<file path="config.mk">
export PLATFORM = sky130hd
export DESIGN_NAME = hex_display_scanner
export DESIGN_NICKNAME = d
export VERILOG_FILES = /design/src/rtl/hex_display_scanner_pkg.sv /design/src/rtl/hex_display_scanner_sevenseg.sv /design/src/rtl/hex_display_scanner.sv
export SDC_FILE = /design/constraint.sdc
export NUM_CORES = 1
export LEC_CHECK = 0
export BUFFER_PORTS_ARGS = -buffer_cell sky130_fd_sc_hd__buf_2
export CELL_PAD_IN_SITES_DETAIL_PLACEMENT = 1
export CELL_PAD_IN_SITES_GLOBAL_PLACEMENT = 1
export CORE_MARGIN = 5
export CORE_UTILIZATION = 45
export CTS_CLUSTER_DIAMETER = 100
export DETAILED_ROUTE_END_ITERATION = 12
export PLACE_DENSITY = 0.81
export SYNTH_ARGS = -nofsm -noshare
export SYNTH_HDL_FRONTEND = slang
export SYNTH_SLANG_ARGS = --single-unit
</file>
<file path="constraint.sdc">
create_clock -name clk -period 4.55 [get_ports clk]
set_input_delay 0 -clock clk [delete_from_list [all_inputs] [get_ports clk]]
set_output_delay 0 -clock clk [all_outputs]
set_load 0.01 [all_outputs]
</file>
<file path="src/rtl/hex_display_scanner_pkg.sv">
// Shared display definitions for the multiplexed hex scanner: FSM states,
// blank/off constants and the captured display configuration.
package hex_display_scanner_pkg;

    typedef enum logic [1:0] {
        ST_OFF   = 2'd0,
        ST_DRIVE = 2'd1,
        ST_GAP   = 2'd2
    } scan_state_e;

    localparam logic [6:0] BLANK_SEG = 7'b1111111;
    localparam logic [3:0] ALL_OFF   = 4'b1111;

    typedef struct packed {
        logic [15:0] value;
        logic        lzBlank;
        logic [3:0]  blinkMask;
    } disp_cfg_t;

    // Bit i set when digit i sits above the most significant nonzero digit;
    // digit 0 is never marked so a zero value still shows one "0".
    function automatic logic [3:0] lzBlankMask(input logic [15:0] v);
        logic [3:0] mask;
        logic       seenNonzero;
        mask        = 4'b0000;
        seenNonzero = 1'b0;
        for (int i = 3; i >= 1; i--) begin
            if (v[i*4 +: 4] != 4'h0) begin
                seenNonzero = 1'b1;
            end
            mask[i] = ~seenNonzero;
        end
        return mask;
    endfunction

endpackage

</file>
<file path="src/rtl/hex_display_scanner_sevenseg.sv">
// Hex nibble to active-low seven-segment glyph, bit order {g,f,e,d,c,b,a}.
module SevenSegment (
    input  logic [3:0] hex_i,
    output logic [6:0] seg_o
);

    always_comb begin
        seg_o = 7'b1111111;
        case (hex_i)
            4'h0: seg_o = 7'b1000000;
            4'h1: seg_o = 7'b1111001;
            4'h2: seg_o = 7'b0100100;
            4'h3: seg_o = 7'b0110000;
            4'h4: seg_o = 7'b0011001;
            4'h5: seg_o = 7'b0010010;
            4'h6: seg_o = 7'b0000010;
            4'h7: seg_o = 7'b1111000;
            4'h8: seg_o = 7'b0000000;
            4'h9: seg_o = 7'b0010000;
            4'hA: seg_o = 7'b0001000;
            4'hB: seg_o = 7'b0000011;
            4'hC: seg_o = 7'b1000110;
            4'hD: seg_o = 7'b0100001;
            4'hE: seg_o = 7'b0000110;
            4'hF: seg_o = 7'b0001110;
            default: seg_o = 7'b1111111;
        endcase
    end

endmodule

</file>
<file path="src/rtl/hex_display_scanner.sv">
// Four-digit multiplexed hex display scanner with anti-ghost gaps, leading-zero
// blanking, per-digit blink and frame-aligned (tear-free) value updates.
module hex_display_scanner
    import hex_display_scanner_pkg::*;
#(
    parameter int DIGIT_CYCLES = 50000,
    parameter int GAP_CYCLES   = 500,
    parameter int BLINK_FRAMES = 64
) (
    input  logic        clk,
    input  logic        reset,
    input  logic        load,
    input  logic [15:0] value,
    input  logic        lz_blank,
    input  logic [3:0]  blink_mask,
    output logic        ready,
    output logic [3:0]  an,
    output logic [6:0]  seg,
    output logic        frame_start
);

    localparam int MAXC = (DIGIT_CYCLES > GAP_CYCLES) ? DIGIT_CYCLES : GAP_CYCLES;
    localparam int CW   = $clog2(MAXC) + 1;
    localparam int BW   = $clog2(BLINK_FRAMES) + 1;

    scan_state_e    state_q, state_d;
    logic [CW-1:0]  cnt_q, cnt_d;
    logic [1:0]     digit_q, digit_d;
    logic [BW-1:0]  frameCnt_q, frameCnt_d;
    logic           blink_q, blink_d;
    disp_cfg_t      active_q, active_d;
    disp_cfg_t      shadow_q, shadow_d;
    logic           pending_q, pending_d;
    logic [3:0]     an_q, an_d;
    logic [6:0]     seg_q, seg_d;
    logic           frameStart_q, frameStart_d;

    logic           accept;
    disp_cfg_t      cfgIn;
    logic [3:0]     nibble;
    logic [6:0]     glyph;
    logic [3:0]     lzMask;
    logic           blankDigit;

    assign ready  = ~pending_q;
    assign accept = load & ~pending_q;
    assign cfgIn  = '{value: value, lzBlank: lz_blank, blinkMask: blink_mask};

    always_comb begin
        state_d    = state_q;
        cnt_d      = cnt_q + CW'(1);
        digit_d    = digit_q;
        frameCnt_d = frameCnt_q;
        blink_d    = blink_q;
        active_d   = active_q;
        shadow_d   = shadow_q;
        pending_d  = pending_q;

        case (state_q)
            ST_OFF: begin
                cnt_d = '0;
                if (accept) begin
                    active_d = cfgIn;
                    state_d  = ST_DRIVE;
                    digit_d  = 2'd0;
                end
            end
            ST_DRIVE: begin
                if (cnt_q == CW'(DIGIT_CYCLES - 1)) begin
                    state_d = ST_GAP;
                    cnt_d   = '0;
                end
            end
            ST_GAP: begin
                if (cnt_q == CW'(GAP_CYCLES - 1)) begin
                    state_d = ST_DRIVE;
                    cnt_d   = '0;
                    digit_d = digit_q + 2'd1;
                    // End of the digit-3 gap is the frame boundary: swap in
                    // any pending value and advance the blink timer.
                    if (digit_q == 2'd3) begin
                        if (pending_q) begin
                            active_d  = shadow_q;
                            pending_d = 1'b0;
                        end
                        if (frameCnt_q == BW'(BLINK_FRAMES - 1)) begin
                            frameCnt_d = '0;
                            blink_d    = ~blink_q;
                        end else begin
                            frameCnt_d = frameCnt_q + BW'(1);
                        end
                    end
                end
            end
            default: begin
                state_d = ST_OFF;
                cnt_d   = '0;
            end
        endcase

        if (accept && state_q != ST_OFF) begin
            shadow_d  = cfgIn;
            pending_d = 1'b1;
        end
    end

    // Outputs are registered from next-state values so an and seg move together.
    always_comb begin
        nibble = active_d.value[3:0];
        case (digit_d)
            2'd0: nibble = active_d.value[3:0];
            2'd1: nibble = active_d.value[7:4];
            2'd2: nibble = active_d.value[11:8];
            2'd3: nibble = active_d.value[15:12];
            default: nibble = active_d.value[3:0];
        endcase
    end

    SevenSegment u_decoder (
        .hex_i (nibble),
        .seg_o (glyph)
    );

    always_comb begin
        lzMask       = lzBlankMask(active_d.value);
        blankDigit   = (active_d.lzBlank && lzMask[digit_d]) ||
                       (blink_d && active_d.blinkMask[digit_d]);
        an_d         = ALL_OFF;
        seg_d        = BLANK_SEG;
        frameStart_d = 1'b0;
        if (state_d == ST_DRIVE) begin
            an_d         = ~(4'b0001 << digit_d);
            seg_d        = blankDigit ? BLANK_SEG : glyph;
            frameStart_d = (state_q != ST_DRIVE) && (digit_d == 2'd0);
        end
    end

    always_ff @(posedge clk) begin
        if (reset) begin
            state_q      <= ST_OFF;
            cnt_q        <= '0;
            digit_q      <= 2'd0;
            frameCnt_q   <= '0;
            blink_q      <= 1'b0;
            active_q     <= '0;
            shadow_q     <= '0;
            pending_q    <= 1'b0;
            an_q         <= ALL_OFF;
            seg_q        <= BLANK_SEG;
            frameStart_q <= 1'b0;
        end else begin
            state_q      <= state_d;
            cnt_q        <= cnt_d;
            digit_q      <= digit_d;
            frameCnt_q   <= frameCnt_d;
            blink_q      <= blink_d;
            active_q     <= active_d;
            shadow_q     <= shadow_d;
            pending_q    <= pending_d;
            an_q         <= an_d;
            seg_q        <= seg_d;
            frameStart_q <= frameStart_d;
        end
    end

    assign an          = an_q;
    assign seg         = seg_q;
    assign frame_start = frameStart_q;

endmodule

</file>
==> metrics.cfg <==
[power]
p_per_area_mw_per_mm2 = 338
switching_power_mw = 0.427
p_clk_share_pct = 37.1
seq_power_share_pct = 49.0
p_int_mw = 1.17
p_leak_nw = 1.76
p_comb_share_pct = 14.0
vdd_ir_drop_max_mv = 0.258
switching_share_pct = 26.7

[sta]
drv_slew = 0
setup_tns_ns = 0
max_slew_margin_pct = 39.3
min_period_over_period_pct = 88.7
final.setup_skew_ns = 0.0130
worst_pin_slew_ns = 0.911
min_period_ns = 4.03
rsz0062_at_grt = no
max_freq_ghz = 0.248
final-hold-violation-count = 0
setup_viol = 0

[final_layout]
num-nets-final = 555
diodes = 0
final_area_sq_mm = 0.00473
final_cell_mix = dfxtp_1 (84), nand2_1 (69), nor2_1 (49)
layout-area-overhead-vs-synth_pct = 17.1
final_common_cell = dfxtp_1
drive_gt1_share_pct = 13.0

[detailed_routing]
ant_nets = 0
drc = 0
wl_per_cell_um = 17.6
drt-total-wl_um = 11100
via_per_inst = 5.72
routed-via-count = 3616
drt_first_pass_iters = 5
drt_iter0_drc = 191

[floorplan]
num_io_pins = 37
core_sq_mm = 0.00872
chipWidth_um = 105
dieArea_sq_mm = 0.0110
die_h_um = 105
initial_core_util_pct = 46.3
row_count = 34

[setup_path]
required_ns = 4.83
cp-start-kind = register
cp_max_fo = 22
crit_type = reg2reg
cp.arrival_ns = 4.31
worst_setup_path_end_kind = register

[cts]
cts.path.max_buffers = 2
cts.hold.buffers_added = 21
worst_skew_pair.late_latency_ns = 0.36
clockRootBuffer = clkbuf_8
cts-buffers-inserted = 9
cts_tree = done
cts.sinks = 84
clk_pin_slew_worst_paths_ns = 0.09
cts_resized = 0
htreeDepth = 3
cts_setup_buffers = 0

[synth]
syn_nets = 503
ys_seq_area_share_pct = 41.6
syn_avg_cell_area_sq_um = 8.65
yosysWarnings = 0
synthesis.area_sq_mm = 0.00404
async_flop_share_pct = 0
postSynthCellCount = 467
ys_types = 61
synth.ff_latch_count = 84
synth_edf_count = 0
ys.flop_type = dfxtp_1

[placed_design]
dp_hpwl_um = 7720
placed_area_sq_mm = 0.00430
portBuffers = 36
gp_congestion = 0.883

[run_status]
status = complete, no violations

[global_routing]
antenna_found_initial = 0
first_global_vias = 3845
grt_usage_pct = 20.5
grt_pass1_wl_um = 18800
grt_max_degree = 59
gr-total-overflow = 0

[run]
max_cap_viol_count = 0

[hold_path]
min-delay-path-class = in2reg

[critical path: stages, from the launching register on]
cell,delay [ns]
dfxtp_1,0.38
ha_1,0.24
nor4b_4,0.29
and4_1,0.48
a21oi_4,0.25
a222oi_1,0.54
mux2i_1,0.15
a22oi_1,0.49
ha_1,0.34
nor4b_1,0.08
or4_1,0.53
o31ai_2,0.17
[layout make-up]
cell class / count / area [sq um]
fillers: 1039 / 3990
multi-input cells: 349 / 2210
flip-flops and latches: 84 / 1680
repair buffers: 64 / 443
well taps: 108 / 135
clock buffers: 11 / 131
clock inverters: 5 / 85.1
inverters: 11 / 41.3
[registers in the layout, summed over array words and instances, names as in the netlist]
register     flops
active_q        21
an               4
blink_q          1
cnt_q           17
digit_q          2
frameCnt_q       7
frame_start      1
pending_q        1
seg              7
shadow_q        21
state_q          2
[logic make-up (layout without fill, tap and decap cells)]
| family | count (synthesis) | count (layout) | share of synthesized area (%) |
|---|---|---|---|
| compound gates | 98 | 98 | 17.4 |
| xor+xnor | 23 | 23 | 4.99 |
| fa+ha+maj | 12 | 12 | 3.72 |
| mux | 9 | 9 | 2.26 |
| flops | 84 | 84 | 41.6 |
| buf+inv | 34 | 91 | 3.56 |
| simple gates | 207 | 207 | 26.4 |
[routing by layer]
| metal | up-vias | wire length [um] | track usage (%) |
|---|---|---|---|
| li1 | 1770 | - | - |
| met1 | 1756 | 4700 | 23.8 |
| met2 | 67 | 5760 | 36.9 |
| met3 | 23 | 433 | 4.50 |
| met4 | 0 | 220 | 7.21 |
| met5 | - | 0 | 0 |
[stage by stage]
stage	cells	total power [mW]	setup slack [ns]	hold slack, ns	utilization [%]
3_3_place_gp	595	0.997	0.795	0.251	49.3
4_1_cts	632	1.61	0.558	0.167	54.2
6_report	632	1.60	0.516	0.189	54.2
2_1_floorplan	467	0.939	1.19	0.136	-
3_5_place_dp	595	1.00	0.618	0.260	49.3
5_1_grt	632	1.67	0.213	0.180	54.2
[final timing paths]
check | from | endpoint | slack (ns) | cells past startpoint
hold / removal | load | pending_q$_SDFFE_PP0P_ | 0.19 | 5
setup reg to reg | cnt_q[0]$_SDFF_PP0_ | seg[0]$_SDFF_PP1_ | 0.52 | 11
setup / recovery | cnt_q[0]$_SDFF_PP0_ | seg[0]$_SDFF_PP1_ | 0.52 | 11
hold reg to reg | shadow_q[10]$_SDFFE_PP0P_ | shadow_q[10]$_SDFFE_PP0P_ | 0.46 | 2
[power groups by stage]
stage	clock network (mW)	logic (mW)	registers, mW
floorplan	0	0.139	0.800
global placement	0	0.199	0.797
detailed placement	0	0.206	0.799
CTS	0.604	0.222	0.782
global route	0.636	0.246	0.785
finish	0.592	0.223	0.782
[synth_stat cells (3+ instances only)]
cell type,count,area [sq um]
nand2_1,69,259
o211ai_1,4,30.0
a22o_1,4,35.0
a222oi_1,8,80.1
a221oi_1,4,35.0
inv_1,10,37.5
a211oi_1,3,22.5
nand3_1,21,105
a21oi_1,32,160
and2_1,13,81.3
nand4_1,5,31.3
dfxtp_1,84,1680
nor3_1,9,45.0
and3_1,6,37.5
clkbuf_1,20,75.1
a22oi_1,4,30.0
mux2i_1,8,80.1
xnor2_1,8,70.1
ha_1,12,150
o41ai_1,3,26.3
xor2_1,15,131
nor2b_1,8,50.1
nor4b_1,4,35.0
a221o_1,4,40.0
nor4_1,3,18.8
nor2_1,49,184
o21ai_0,14,70.1
Power figures use the tool's default switching activity.
